--- config.mk ---
export PLATFORM = sky130hd
export DESIGN_NAME = sfp_accum
export DESIGN_NICKNAME = d
export VERILOG_FILES = /design/src/rtl/sfp_accum.sv
export SDC_FILE = /design/constraint.sdc
export NUM_CORES = 1
export LEC_CHECK = 0
export BUFFER_PORTS_ARGS = -buffer_cell sky130_fd_sc_hd__buf_4
export CAP_MARGIN = 20
export CORE_MARGIN = 3
export CORE_UTILIZATION = 39
export CTS_CLUSTER_DIAMETER = 40
export CTS_CLUSTER_SIZE = 28
export DETAILED_ROUTE_END_ITERATION = 10
export GPL_TIMING_DRIVEN = 0
export SLEW_MARGIN = 20
export SYNTH_ARGS = -nofsm -noshare
export SYNTH_HDL_FRONTEND = slang
export SYNTH_SLANG_ARGS = --single-unit
export TNS_END_PERCENT = 20
--- constraint.sdc ---
create_clock -name clk -period 5.5 [get_ports clk]
set_input_delay 1.1 -clock clk [delete_from_list [all_inputs] [get_ports clk]]
set_output_delay 1.1 -clock clk [all_outputs]
set_load 0.005 [all_outputs]
--- src/rtl/sfp_accum.sv ---
// Partial-sum accumulator behind the output SRAM read port: sums num_k partial-sum vectors
// per output pixel in a register buffer, then drains the totals (optionally ReLU'd) on a stream.
module sfp_accum #(
  parameter int unsigned psum_bw = 16,
  parameter int unsigned col     = 2,
  parameter int unsigned depth   = 16,
  parameter int unsigned kw      = 4
) (
  input  logic                         clk,
  input  logic                         reset,
  input  logic                         start,
  input  logic [$clog2(depth+1)-1:0]   num_o,
  input  logic [kw-1:0]                num_k,
  input  logic                         relu_en,
  input  logic                         in_valid,
  output logic                         in_ready,
  input  logic [psum_bw*col-1:0]       in_data,
  output logic                         out_valid,
  input  logic                         out_ready,
  output logic [psum_bw*col-1:0]       out_data,
  output logic                         busy,
  output logic                         done
);

  localparam int unsigned OW = $clog2(depth + 1);
  localparam int unsigned IW = (depth > 1) ? $clog2(depth) : 1;
  localparam int unsigned DW = psum_bw * col;

  typedef enum logic [1:0] {StIdle, StAcc, StDrain, StDone} state_e;

  state_e          state_q, state_d;
  logic [OW-1:0]   num_o_q, num_o_d, o_idx_q, o_idx_d, rd_idx_q, rd_idx_d, num_o_clamped;
  logic [kw-1:0]   num_k_q, num_k_d, k_idx_q, k_idx_d;
  logic            relu_q, relu_d;
  logic            buf_we;
  logic [DW-1:0]   wr_data;
  logic [DW-1:0]   buf_q [depth];
  logic [psum_bw-1:0] acc_lane, in_lane, rd_lane;

  assign num_o_clamped = (num_o > OW'(depth)) ? OW'(depth) : num_o;
  assign busy          = (state_q != StIdle);

  always_comb begin
    state_d   = state_q;
    num_o_d   = num_o_q;
    num_k_d   = num_k_q;
    relu_d    = relu_q;
    o_idx_d   = o_idx_q;
    k_idx_d   = k_idx_q;
    rd_idx_d  = rd_idx_q;
    in_ready  = 1'b0;
    out_valid = 1'b0;
    done      = 1'b0;
    buf_we    = 1'b0;
    unique case (state_q)
      StIdle: begin
        if (start) begin
          num_o_d  = num_o_clamped;
          num_k_d  = num_k;
          relu_d   = relu_en;
          o_idx_d  = '0;
          k_idx_d  = '0;
          rd_idx_d = '0;
          state_d  = (num_o_clamped == '0 || num_k == '0) ? StDone : StAcc;
        end
      end
      StAcc: begin
        in_ready = 1'b1;
        if (in_valid) begin
          buf_we = 1'b1;
          if (o_idx_q == num_o_q - OW'(1)) begin
            o_idx_d = '0;
            if (k_idx_q == num_k_q - kw'(1)) begin
              rd_idx_d = '0;
              state_d  = StDrain;
            end else begin
              k_idx_d = k_idx_q + kw'(1);
            end
          end else begin
            o_idx_d = o_idx_q + OW'(1);
          end
        end
      end
      StDrain: begin
        out_valid = 1'b1;
        if (out_ready) begin
          if (rd_idx_q == num_o_q - OW'(1)) begin
            state_d = StDone;
          end else begin
            rd_idx_d = rd_idx_q + OW'(1);
          end
        end
      end
      StDone: begin
        done    = 1'b1;
        state_d = StIdle;
      end
      default: state_d = StIdle;
    endcase
  end

  // First kernel position overwrites, so stale buffer contents never reach the output.
  always_comb begin
    wr_data  = '0;
    out_data = '0;
    acc_lane = '0;
    in_lane  = '0;
    rd_lane  = '0;
    for (int unsigned i = 0; i < col; i++) begin
      acc_lane = buf_q[o_idx_q[IW-1:0]][i*psum_bw +: psum_bw];
      in_lane  = in_data[i*psum_bw +: psum_bw];
      wr_data[i*psum_bw +: psum_bw] = (k_idx_q == '0) ? in_lane : acc_lane + in_lane;
      rd_lane  = buf_q[rd_idx_q[IW-1:0]][i*psum_bw +: psum_bw];
      if (state_q == StDrain) begin
        out_data[i*psum_bw +: psum_bw] = (relu_q && rd_lane[psum_bw-1]) ? '0 : rd_lane;
      end
    end
  end

  always_ff @(posedge clk) begin
    if (reset) begin
      state_q  <= StIdle;
      num_o_q  <= '0;
      num_k_q  <= '0;
      relu_q   <= 1'b0;
      o_idx_q  <= '0;
      k_idx_q  <= '0;
      rd_idx_q <= '0;
    end else begin
      state_q  <= state_d;
      num_o_q  <= num_o_d;
      num_k_q  <= num_k_d;
      relu_q   <= relu_d;
      o_idx_q  <= o_idx_d;
      k_idx_q  <= k_idx_d;
      rd_idx_q <= rd_idx_d;
    end
  end

  always_ff @(posedge clk) begin
    if (buf_we) begin
      buf_q[o_idx_q[IW-1:0]] <= wr_data;
    end
  end

endmodule

# Yosys cells after proc, flatten, opt, wreduce, memory -nomap -nowiden

Memories as Yosys holds them, arrays and structs flattened. A register that Yosys moved wholly into a read port is not among the register bits.
Index checks and enable logic that the tools add are counted.

Flip-flop bits (word level): 26
Memory bits (writable): 512
Input port bits: 47
Output and inout port bits: 36
Memories: 1

$add $sub $neg: 7
$lt $le $gt $ge: 1
Equal/unequal tests: 14
Mux-type cells: 41
Reductions and logical operators: 15

Memory list:

| name  | depth | width | rd ports | clocked after memory_dff | write ports | RTL line | RTL |
|---|---|---|---|---|---|---|---|
| buf_q | 16    | 32    | 2        | 2                        | 1           | 37       | `logic [DW-1:0] buf_q [depth];` |

Operators by type and width:

| kind                                                 | count |
|---|---|
| two-way mux 16 bit                                   | 6 |
| two-way mux 5 bit                                    | 9 |
| adder 16 bit                                         | 2 |
| two-way mux 4 bit                                    | 8 |
| inequality test 2 bit, second input constant         | 8 |
| one-hot mux 5 bit (3 select lines)                   | 1 |
| two-way mux 2 bit                                    | 7 |
| adder 5 x 1 -> 5 bit, second input constant          | 2 |
| == test 5 bit                                        | 2 |
| one-hot mux 5 bit (2 select lines)                   | 1 |
| zero test 4 bit                                      | 2 |
| one-hot mux 2 bit (4 select lines)                   | 1 |
| one-hot mux 4 bit (2 select lines)                   | 1 |
| two-way mux 1 bit                                    | 7 |
| AND reduction 7 bit                                  | 1 |
| AND reduction 6 bit                                  | 1 |
| greater-than comparator 5 bit, second input constant | 1 |
| zero test 5 bit                                      | 1 |
| AND reduction 5 bit                                  | 1 |
| subtractor 5 x 1 -> 5 bit, second input constant     | 1 |
| adder 4 x 1 -> 4 bit, second input constant          | 1 |
| == test 2 bit, second input constant                 | 2 |
| == test 4 bit                                        | 1 |
| nonzero test 2 bit                                   | 2 |
| 8 further kinds                                      | 9 |

# Logic depth before layout (Yosys ltp)

Gate-level depths: netlist of run 1.

Word-level depth: 8
Gate-level depth with buffers: 14

# Least setup slack after synthesis of run 1

OpenSTA, ideal clock, no wires.

Path kind: reg2reg
Start point: reg with a tool-made name
End point: mem buf_q[0][24] (netlist name) (data pin)
Setup time: 0.341 ns
Data arrival time: 4.308 ns
Data required time: 5.159 ns
Slack: 0.851 ns
Cell stages (with the launch flop): 15
Buffers on the path: 2
Clock period less this slack: 4.649 ns
Cells stage by stage: dfxtp_1 -> buf_2 -> buf_1 -> mux4_2 -> mux4_2 -> ha_1 -> inv_1 -> fa_1 -> nor2b_1 -> o21ai_0 -> a21boi_1 -> o21a_1 -> o311a_1 -> o21a_1 -> o31ai_1

RTL lines:

| element   | RTL line |
|---|---|
| to (decl) | 37 |

==> flow_summary.yaml, run 1 <==
power:
  ir_drop_mv: 0.229
  p_sw_frac: 0.299
  powerDensity_nw_per_um2: 435
  p_int_mw: 9.95
  share_seq_of_total_power: 0.359
  switchingPower_mw: 4.25
  p_total_mw: 14.2
  combinationalPowerShare: 0.245
  clkPwrFrac: 0.396
  leakage_nw: 10.5
layout:
  diodes: 0
  final-seq-area_um2: 16100
  fin_cells: 2629
  areaGrowthSynthToFinish_pct: 22.1
  final_core_util: 0.483
  layout-drive-gt1-share: 0.398
  multi_input_area_um2: 10400
  fillers: 5528
  nNetsFinal: 1775
routing:
  dr_wl_met2_mm: 39.3
  drc: 0
  ant_nets: 0
  met1_length_mm: 32.5
  vias_per_cell: 6.20
  wire_per_inst_um: 31.3
  num_vias: 16300
  drt_iter0_drc: 1998
  detail_route.first_pass.iterations: 5
  routed.top_layer: "met4"
  totalWireLength_mm: 82.3
  wl_met3_mm: 7.25
timing:
  rsz0062_at_grt: "no"
  relSlewSlack: 0.207
  fmax_mhz: 184
  fin_crit_sh: 0.987
  finClkSkew_ps: 25.2
  setup_ws_ps: 71.5
  tns_ps: 0
  finalCriticalPeriod_ps: 5430
  finalSetupViolCount: 0
  hold_viol: 0
  slew_viol_final: 0
  worst_slew_pin_slew_ps: 1190
flow_run:
  cap_violations: 0
synthesis:
  synth_cells: 1453
  ys_types: 60
  synth_area_leaders: "edfxtp_1 (57%), mux4_2 (27%), dfxtp_1 (2.5%)"
  yosys.area.top_type: "edfxtp_1"
  ys_seq_area_frac: 0.600
  synth-seq-cells: 546
  ys_warn_count: 0
  synth_edf_count: 512
  synthTopCellsByCount: "edfxtp_1 (512), mux4_2 (318), nor2_1 (59)"
  synth-main-ff-cell: "edfxtp_1"
  yosys.area.top_type_share: 0.574
  syn-cell-area_um2: 26800
  async_flop_share: 0
  avgSynthCellArea_um2: 18.4
  yosysMostFrequentCell: "edfxtp_1"
  syn_nets: 1546
clock_network:
  cts_hold_buffers: 0
  tritoncts: "yes"
  clk_latency_ps: 640
  htree_levels: 3
  cts-root-buf: "clkbuf_16"
  cts_setup_buffers: 0
  clockBufferDepth: 3
  numCtsBuffers: 90
  clkTransAtPathRegs_ps: 50
  clock_sinks: 546
floorplanning:
  initial_utilization: 0.396
  ios: 83
  core-area_um2: 67600
  rows: 95
  fp.dieW_um: 268
  die_y_um: 268
  die_area_um2: 71800
worst_setup_path:
  required_ps: 5900
  crit_top_cell: "mux4_2"
  cp.buffers_inverters: 2
  start_kind: "flip-flop"
  cp-end-kind: "flip-flop"
  cp_max_fo: 16
  crit_path_top_delay_cell: "clkbuf_2"
  worstPathArrival_ps: 5830
  crit_family: "compound AO/OA/AOI/OAI gates"
  max_stage_delay_ps: 550
  crit_chain: "clkbuf_1, clkbuf_2, mux4_2, mux4_2, ha_1, a21oi_1, o22ai_1, a2111oi_0, o21ba_2, o21ai_0, mux2i_1, xor2_4"
  crit_type: "flip-flop to flip-flop"
placed_design:
  io_buffers: 82
  dpl.hpwl_mm: 55.9
  dpl.cell_count: 2461
  place_ws_ps: -627
  gp_congestion: 0.876
global_route:
  grt_first_pass_wirelength_mm: 117
  grt_pass1_vias: 16600
  overflow: 0
  grt_max_degree: 17
  grt_usage: 0.232
  antenna_found_initial: 0
min_path:
  hold_path.class: "flip-flop to flip-flop"
run_status:
  status: "complete, no violations"
==> path summary, 6_finish.rpt <==
kind	start	endpoint	slack [ps]	depth (start not counted)
worst max register to register	flip-flop	buf_q[0][15]	70	12
worst max-delay path	flip-flop	buf_q[0][15]	70	12
worst min-delay path	num_k_q[3]	num_k_q[3]	470	2
worst min register to register	num_k_q[3]	num_k_q[3]	470	2
==> layout by cell type (no fill, tap or decap), drive strengths merged, types with 29 or more instances in the layout <==
cell type / instances
nand2: 55
a21oi: 54
and3: 31
buf: 168
o21ai: 29
dfxtp: 34
edfxtp: 512
nor2: 59
inv: 48
mux4: 318
clkbuf: 166
clkinv: 30
ha: 44
==> cell type report <==
| cell class | instances | share of cell area |
|---|---|---|
| well taps | 873 | 0.0334 |
| clock inverters | 62 | 0.0216 |
| multi-input cells | 782 | 0.320 |
| inverters | 31 | 0.00356 |
| repair buffers | 137 | 0.0456 |
| clock buffers | 104 | 0.0715 |
| flip-flops and latches | 546 | 0.491 |
| plain buffers | 94 | 0.0132 |
==> per-layer routing <==
layer,vias up,track usage
met4,0,0.0827
met1,8590,0.316
met3,199,0.0501
li1,6627,-
met5,-,0
met2,874,0.372
==> kinds of logic (layout without fill, tap and decap cells) <==
logic type,after synthesis,after routing,synth area share
and+or+nand+nor,233,233,0.0439
AOI/OAI and AO/OA,135,135,0.0312
DFF,546,546,0.600
muxes,324,324,0.270
adders and majority gates,46,46,0.0221
buffers and inverters,125,428,0.0187
xor gates and xnor gates,44,44,0.0144
==> flip-flops by register name, indices dropped and copies added, names as in the netlist, named ones only <==
signal / flops
buf_q: 512
o_idx_q: 5
num_k_q: 4
k_idx_q: 4
num_o_q: 5
state_q: 2
rd_idx_q: 5
relu_q: 1
==> what timing repair did <==
action | in CTS | in global routing
resized for setup | 17 | 13
gates cloned | 0 | 0
setup endpoints to repair | 174 | 94
==> power groups by stage <==
stage          registers, mW  clock network (mW)  logic, mW
4_1_cts                 5.10                5.69       3.42
5_1_grt                 5.10                5.90       3.72
3_5_place_dp            5.18                   0       3.39
2_1_floorplan           5.16                   0       2.25
3_3_place_gp            5.19                   0       3.24
6_report                5.10                5.63       3.47
==> worst reg2reg max path: stages, from the launching register on <==
cell and delay [ps]:
dfxtp_1 390, clkbuf_1 500, clkbuf_2 550, mux4_2 400
mux4_2 500, ha_1 380, a21oi_1 90, o22ai_1 470
a2111oi_0 250, o21ba_2 290, o21ai_0 510, mux2i_1 460
xor2_4 400
==> metrics by stage <==
stage                     hold slack (ps)  cell area (µm²)
final                                 469            32700
after global routing                  492            32700
after CTS                             471            32600
after detailed placement              465            29500
after global placement                470            28500
after floorplan                       445            26800
(Power assumes the default switching activity.)
==> run 2, diff against run 1 <==
CORE_MARGIN = unset   (was 3)
GPL_ROUTABILITY_DRIVEN = 0   (was unset)
SKIP_CTS_REPAIR_TIMING = 1   (was unset)
==> run 2 against run 1 <==
Net effect: die area down 3.0%; routed wire length shrank 0.60%; cell count about the same; cell area is the same; sequential share of layout area did not move; maximum frequency decreased by 0.53%; critical path depth grew 3; setup slack got worse by 29 ps; largest power group unchanged.
==> flow_summary.yaml, run 2 (synthesis gave the netlist of run 1 again) <==
floorplanning:
  rows: 95
  core-area_um2: 67500
  ios: 83
  fp.dieW_um: 264
  die_area_um2: 69700
  initial_utilization: 0.396
  die_y_um: 264
layout:
  largest_reg_flops: 512
  fillers: 5545
  mostFrequentLayoutCell: "edfxtp_1"
  final_core_util: 0.484
  areaGrowthSynthToFinish_pct: 22.1
  layout-drive-gt1-share: 0.398
  diodes: 0
  fin_cells: 2630
  mostFrequentLayoutCells: "edfxtp_1 (512), mux4_2 (318), buf_4 (106), clkbuf_16 (91), nand2_1 (55)"
  nNetsFinal: 1773
clock_network:
  clkTransAtPathRegs_ps: 50
  tritoncts: "yes"
  clockBufferDepth: 3
  numCtsBuffers: 89
  htree_levels: 3
  clock_sinks: 546
  cts-root-buf: "clkbuf_16"
  clk_latency_ps: 640
min_path:
  hold_depth: 2
  min_from: "num_k_q[3]"
  hold_path.class: "flip-flop to flip-flop"
worst_setup_path:
  crit_path_top_delay_cell: "clkbuf_1"
  worstPathArrival_ps: 5830
  required_ps: 5880
  cp.depth: 15
  max_stage_delay_ps: 850
  crit_type: "flip-flop to flip-flop"
  r2r_cells: 15
  cp.buffers_inverters: 4
  cp_max_fo: 10
  cp-end-kind: "flip-flop"
  crit_family: "buffers and inverters"
  crit_chain: "clkbuf_1, clkbuf_1, mux4_2, mux4_2, ha_1, inv_1, fa_1, nor2b_1, o21ai_0, a21boi_1, o21ai_0, o32ai_1, mux2i_1, o311ai_2, buf_4"
  start_kind: "flip-flop"
flow_run:
  cap_violations: 0
timing:
  finalCriticalPeriod_ps: 5460
  hold_viol: 0
  fin_crit_sh: 0.992
  finClkSkew_ps: 24.1
  worst_slew_pin_slew_ps: 1160
  slew_viol_final: 0
  relSlewSlack: 0.226
  fmax_mhz: 183
  rsz0062_at_grt: "yes"
  finalSetupViolCount: 0
  tns_ps: 0
  setup_ws_ps: 42.7
placed_design:
  dpl.hpwl_mm: 56.1
  place_ws_ps: -466
  io_buffers: 82
  dpl.cell_count: 2462
global_route:
  grt_usage: 0.237
  grt_max_degree: 17
  grt_pass1_vias: 16700
  grt_first_pass_wirelength_mm: 116
  overflow: 0
  antenna_found_initial: 0
routing:
  drt_iter0_drc: 1908
  vias_per_cell: 6.22
  num_vias: 16400
  wire_per_inst_um: 31.1
  drc: 0
  ant_nets: 0
  totalWireLength_mm: 81.8
  detail_route.first_pass.iterations: 5
power:
  powerDensity_nw_per_um2: 437
  ir_drop_mv: 0.235
  leakage_nw: 10.5
  p_total_mw: 14.3
run_status:
  status: "complete, no violations"
run 2: path summary, 6_finish.rpt:
check	endpoint	slack, ps
setup / recovery	buf_q[6][28]	40
hold / removal	num_k_q[3]	480
setup reg to reg	buf_q[6][28]	40
hold reg to reg	num_k_q[3]	480
run 2: report_power, final:
group | total [mW] | switching [mW] | internal [mW]
sequential | 5.09 | 0.0602 | 5.03
combinational | 3.46 | 2.04 | 1.42
clock | 5.72 | 2.16 | 3.56
total | 14.3 | 4.27 | 10.0
run 2: through the flow:
stage                     hold WS [ps]  instance area [µm²]
final                              477                32700
after global routing               511                32700
after CTS                          488                32600
after detailed placement           481                29500
after global placement             472                28500
after floorplan                    445                26800
run 2: area by class of cell:
class / count / area (µm²) / share of cell area
Clock inverter: 69 / 753 / 0.0231
Buffer: 94 / 409 / 0.0125
Multi-Input combinational cell: 782 / 10400 / 0.320
Tap cell: 873 / 1090 / 0.0334
Clock buffer: 99 / 2340 / 0.0715
Sequential cell: 546 / 16100 / 0.491
Inverter: 31 / 116 / 0.00356
Timing Repair Buffer: 136 / 1470 / 0.0449
run 2: metal layers:
layer | vias up | global-route usage | wire length [µm]
li1 | 6645 | - | -
met4 | 0 | 0.0792 | 2660
met5 | - | 0 | 0
met2 | 889 | 0.382 | 39500
met3 | 158 | 0.0445 | 7280
met1 | 8670 | 0.325 | 32400
run 2: worst register-to-register path, stage by stage, from the launching register on:
cell and delay [ps]:
dfxtp_1 370, clkbuf_1 520, clkbuf_1 860, mux4_2 380
mux4_2 280, ha_1 220, inv_1 70, fa_1 450
nor2b_1 140, o21ai_0 110, a21boi_1 300, o21ai_0 290
o32ai_1 410, mux2i_1 270, o311ai_2 280, buf_4 270
==> run 3, diff against run 2 <==
CORE_UTILIZATION = 30   (was 39)
clock period = 5.2 ns   (was 5.5 ns; I/O delays follow)
==> run 3 against run 2 <==
Net effect: die area is 30% higher; maximum frequency grew 10%; cell count increased by 11%; clock power rose by 4.7%; total power grew 5.7%; via count is 0.33% higher; combinational power rose by 6.9%; critical path depth shrank 3; sequential power up 5.9%; core utilization shrank 11 points; highest routed layer is now met5.
==> flow_summary.yaml, run 3 (synthesis gave the netlist of run 1 again) <==
global_route:
  grt_usage: 0.186
  overflow: 0
  busiest_layer: "met2"
  use_met1: 0.252
  grt_first_pass_wirelength_mm: 120
  grt_max_degree: 17
  grt_pass1_vias: 16700
  use_met2: 0.297
  grt_use_met3: 0.0444
  antenna_found_initial: 3
worst_setup_path:
  max_stage_delay_ps: 570
  cp-end-kind: "flip-flop"
  crit_family: "multiplexers"
  cp.buffers_inverters: 2
  start_kind: "flip-flop"
  cp_max_fo: 16
  crit_type: "flip-flop to flip-flop"
  required_ps: 5600
  crit_chain: "clkbuf_2, buf_2, mux4_2, mux4_2, ha_1, a21oi_1, o22ai_2, a2111oi_0, o21ba_2, o21ai_1, mux2i_1, xor2_4"
  cp.depth: 12
  crit_top_cell: "mux4_2"
  worstPathArrival_ps: 5360
  crit_path_top_delay_cell: "mux4_2"
  r2r_cells: 12
clock_network:
  clockBufferDepth: 3
  clk_latency_ps: 640
  clock_sinks: 546
  numCtsBuffers: 87
  clkTransAtPathRegs_ps: 50
  cts-root-buf: "clkbuf_16"
  tritoncts: "yes"
  htree_levels: 3
timing:
  finalCriticalPeriod_ps: 4960
  rsz0062_at_grt: "no"
  worst_slew_pin_slew_ps: 1160
  fin_crit_sh: 0.954
  finalSetupViolCount: 0
  hold_viol: 0
  fmax_mhz: 201
  slew_viol_final: 0
  finClkSkew_ps: 36.4
  tns_ps: 0
  relSlewSlack: 0.225
routing:
  num_vias: 16400
  wire_per_inst_um: 28.8
  ant_nets: 0
  totalWireLength_mm: 83.9
  drc: 0
  detail_route.first_pass.iterations: 6
  drt_iter0_drc: 1857
  vias_per_cell: 5.64
layout:
  diodes: 0
  nNetsFinal: 1769
  mostFrequentLayoutCells: "edfxtp_1 (512), mux4_2 (318), buf_4 (105), clkbuf_16 (87), nand2_1 (55)"
  layout-drive-gt1-share: 0.399
  mostFrequentLayoutCell: "edfxtp_1"
  fin_area_um2: 33000
  largest_reg_flops: 512
  areaGrowthSynthToFinish_pct: 23.1
floorplanning:
  initial_utilization: 0.303
  rows: 109
  core-area_um2: 88400
  fp.dieW_um: 301
  ios: 83
  die_y_um: 301
  die_area_um2: 90400
power:
  powerDensity_nw_per_um2: 458
  p_total_mw: 15.1
  leakage_nw: 10.5
  ir_drop_mv: 0.239
placed_design:
  dpl.hpwl_mm: 57.0
  io_buffers: 82
  dpl_cell_area_um2: 29800
run_status:
  status: "complete, no violations"
min_path:
  hold_depth: 2
  hold_path.class: "flip-flop to flip-flop"
flow_run:
  cap_violations: 0
[run 3: cell count changes in the layout (fill, tap and decap cells not counted), sizes merged, moves of 2 or more]
cell | previous run | this run
buf | 171 | 162
clkinv | 36 | 29
inv | 50 | 48
bufinv | 9 | 12
clkinvlp | 5 | 9
[run 3: tightest hold or removal path, delay by kind of cell (launching register included)]
family / cells / cell delay, ps
compound gates: 1 / 50
simple gates: 1 / 60
flops: 1 / 320
[run 3: worst paths after layout]
kind	startpoint	to	slack, ps
worst max-delay path	flip-flop	buf_q[7][15]	240
worst min-delay path	num_k_q[1]	num_k_q[1]	490
worst max register to register	flip-flop	buf_q[7][15]	240
worst min register to register	num_k_q[1]	num_k_q[1]	490
[run 3: cell type report]
type	count	area, µm²
tap	1165	1460
fill	8037	55400
multi-input combinational	782	10500
sequential	546	16100
timing repair buffer	134	1400
buffer	94	437
inverter	31	116
clock buffer	94	2210
clock inverter	67	818
[run 3: per-stage QoR]
stage / setup slack [ps] / util / std cells / hold slack (ps)
floorplan: 551 / - / 1453 / 445
global placement: -2310 / 0.326 / 2700 / 470
detailed placement: -1140 / 0.337 / 2749 / 476
CTS: -1240 / 0.371 / 2910 / 487
global route: 28.0 / 0.373 / 2913 / 528
finish: 237 / 0.373 / 2913 / 488
[run 3: layer usage]
layer / vias up / wire length (µm)
li1: 6623 / -
met1: 8775 / 34000
met2: 877 / 39800
met3: 137 / 8040
met4: 4 / 1930
met5: - / 23
[run 3: power breakdown]
group | switching [mW] | internal [mW] | leakage, nW
Clock | 2.24 | 3.75 | 1.46
Combinational | 2.20 | 1.50 | 4.14
Sequential | 0.0627 | 5.32 | 4.88
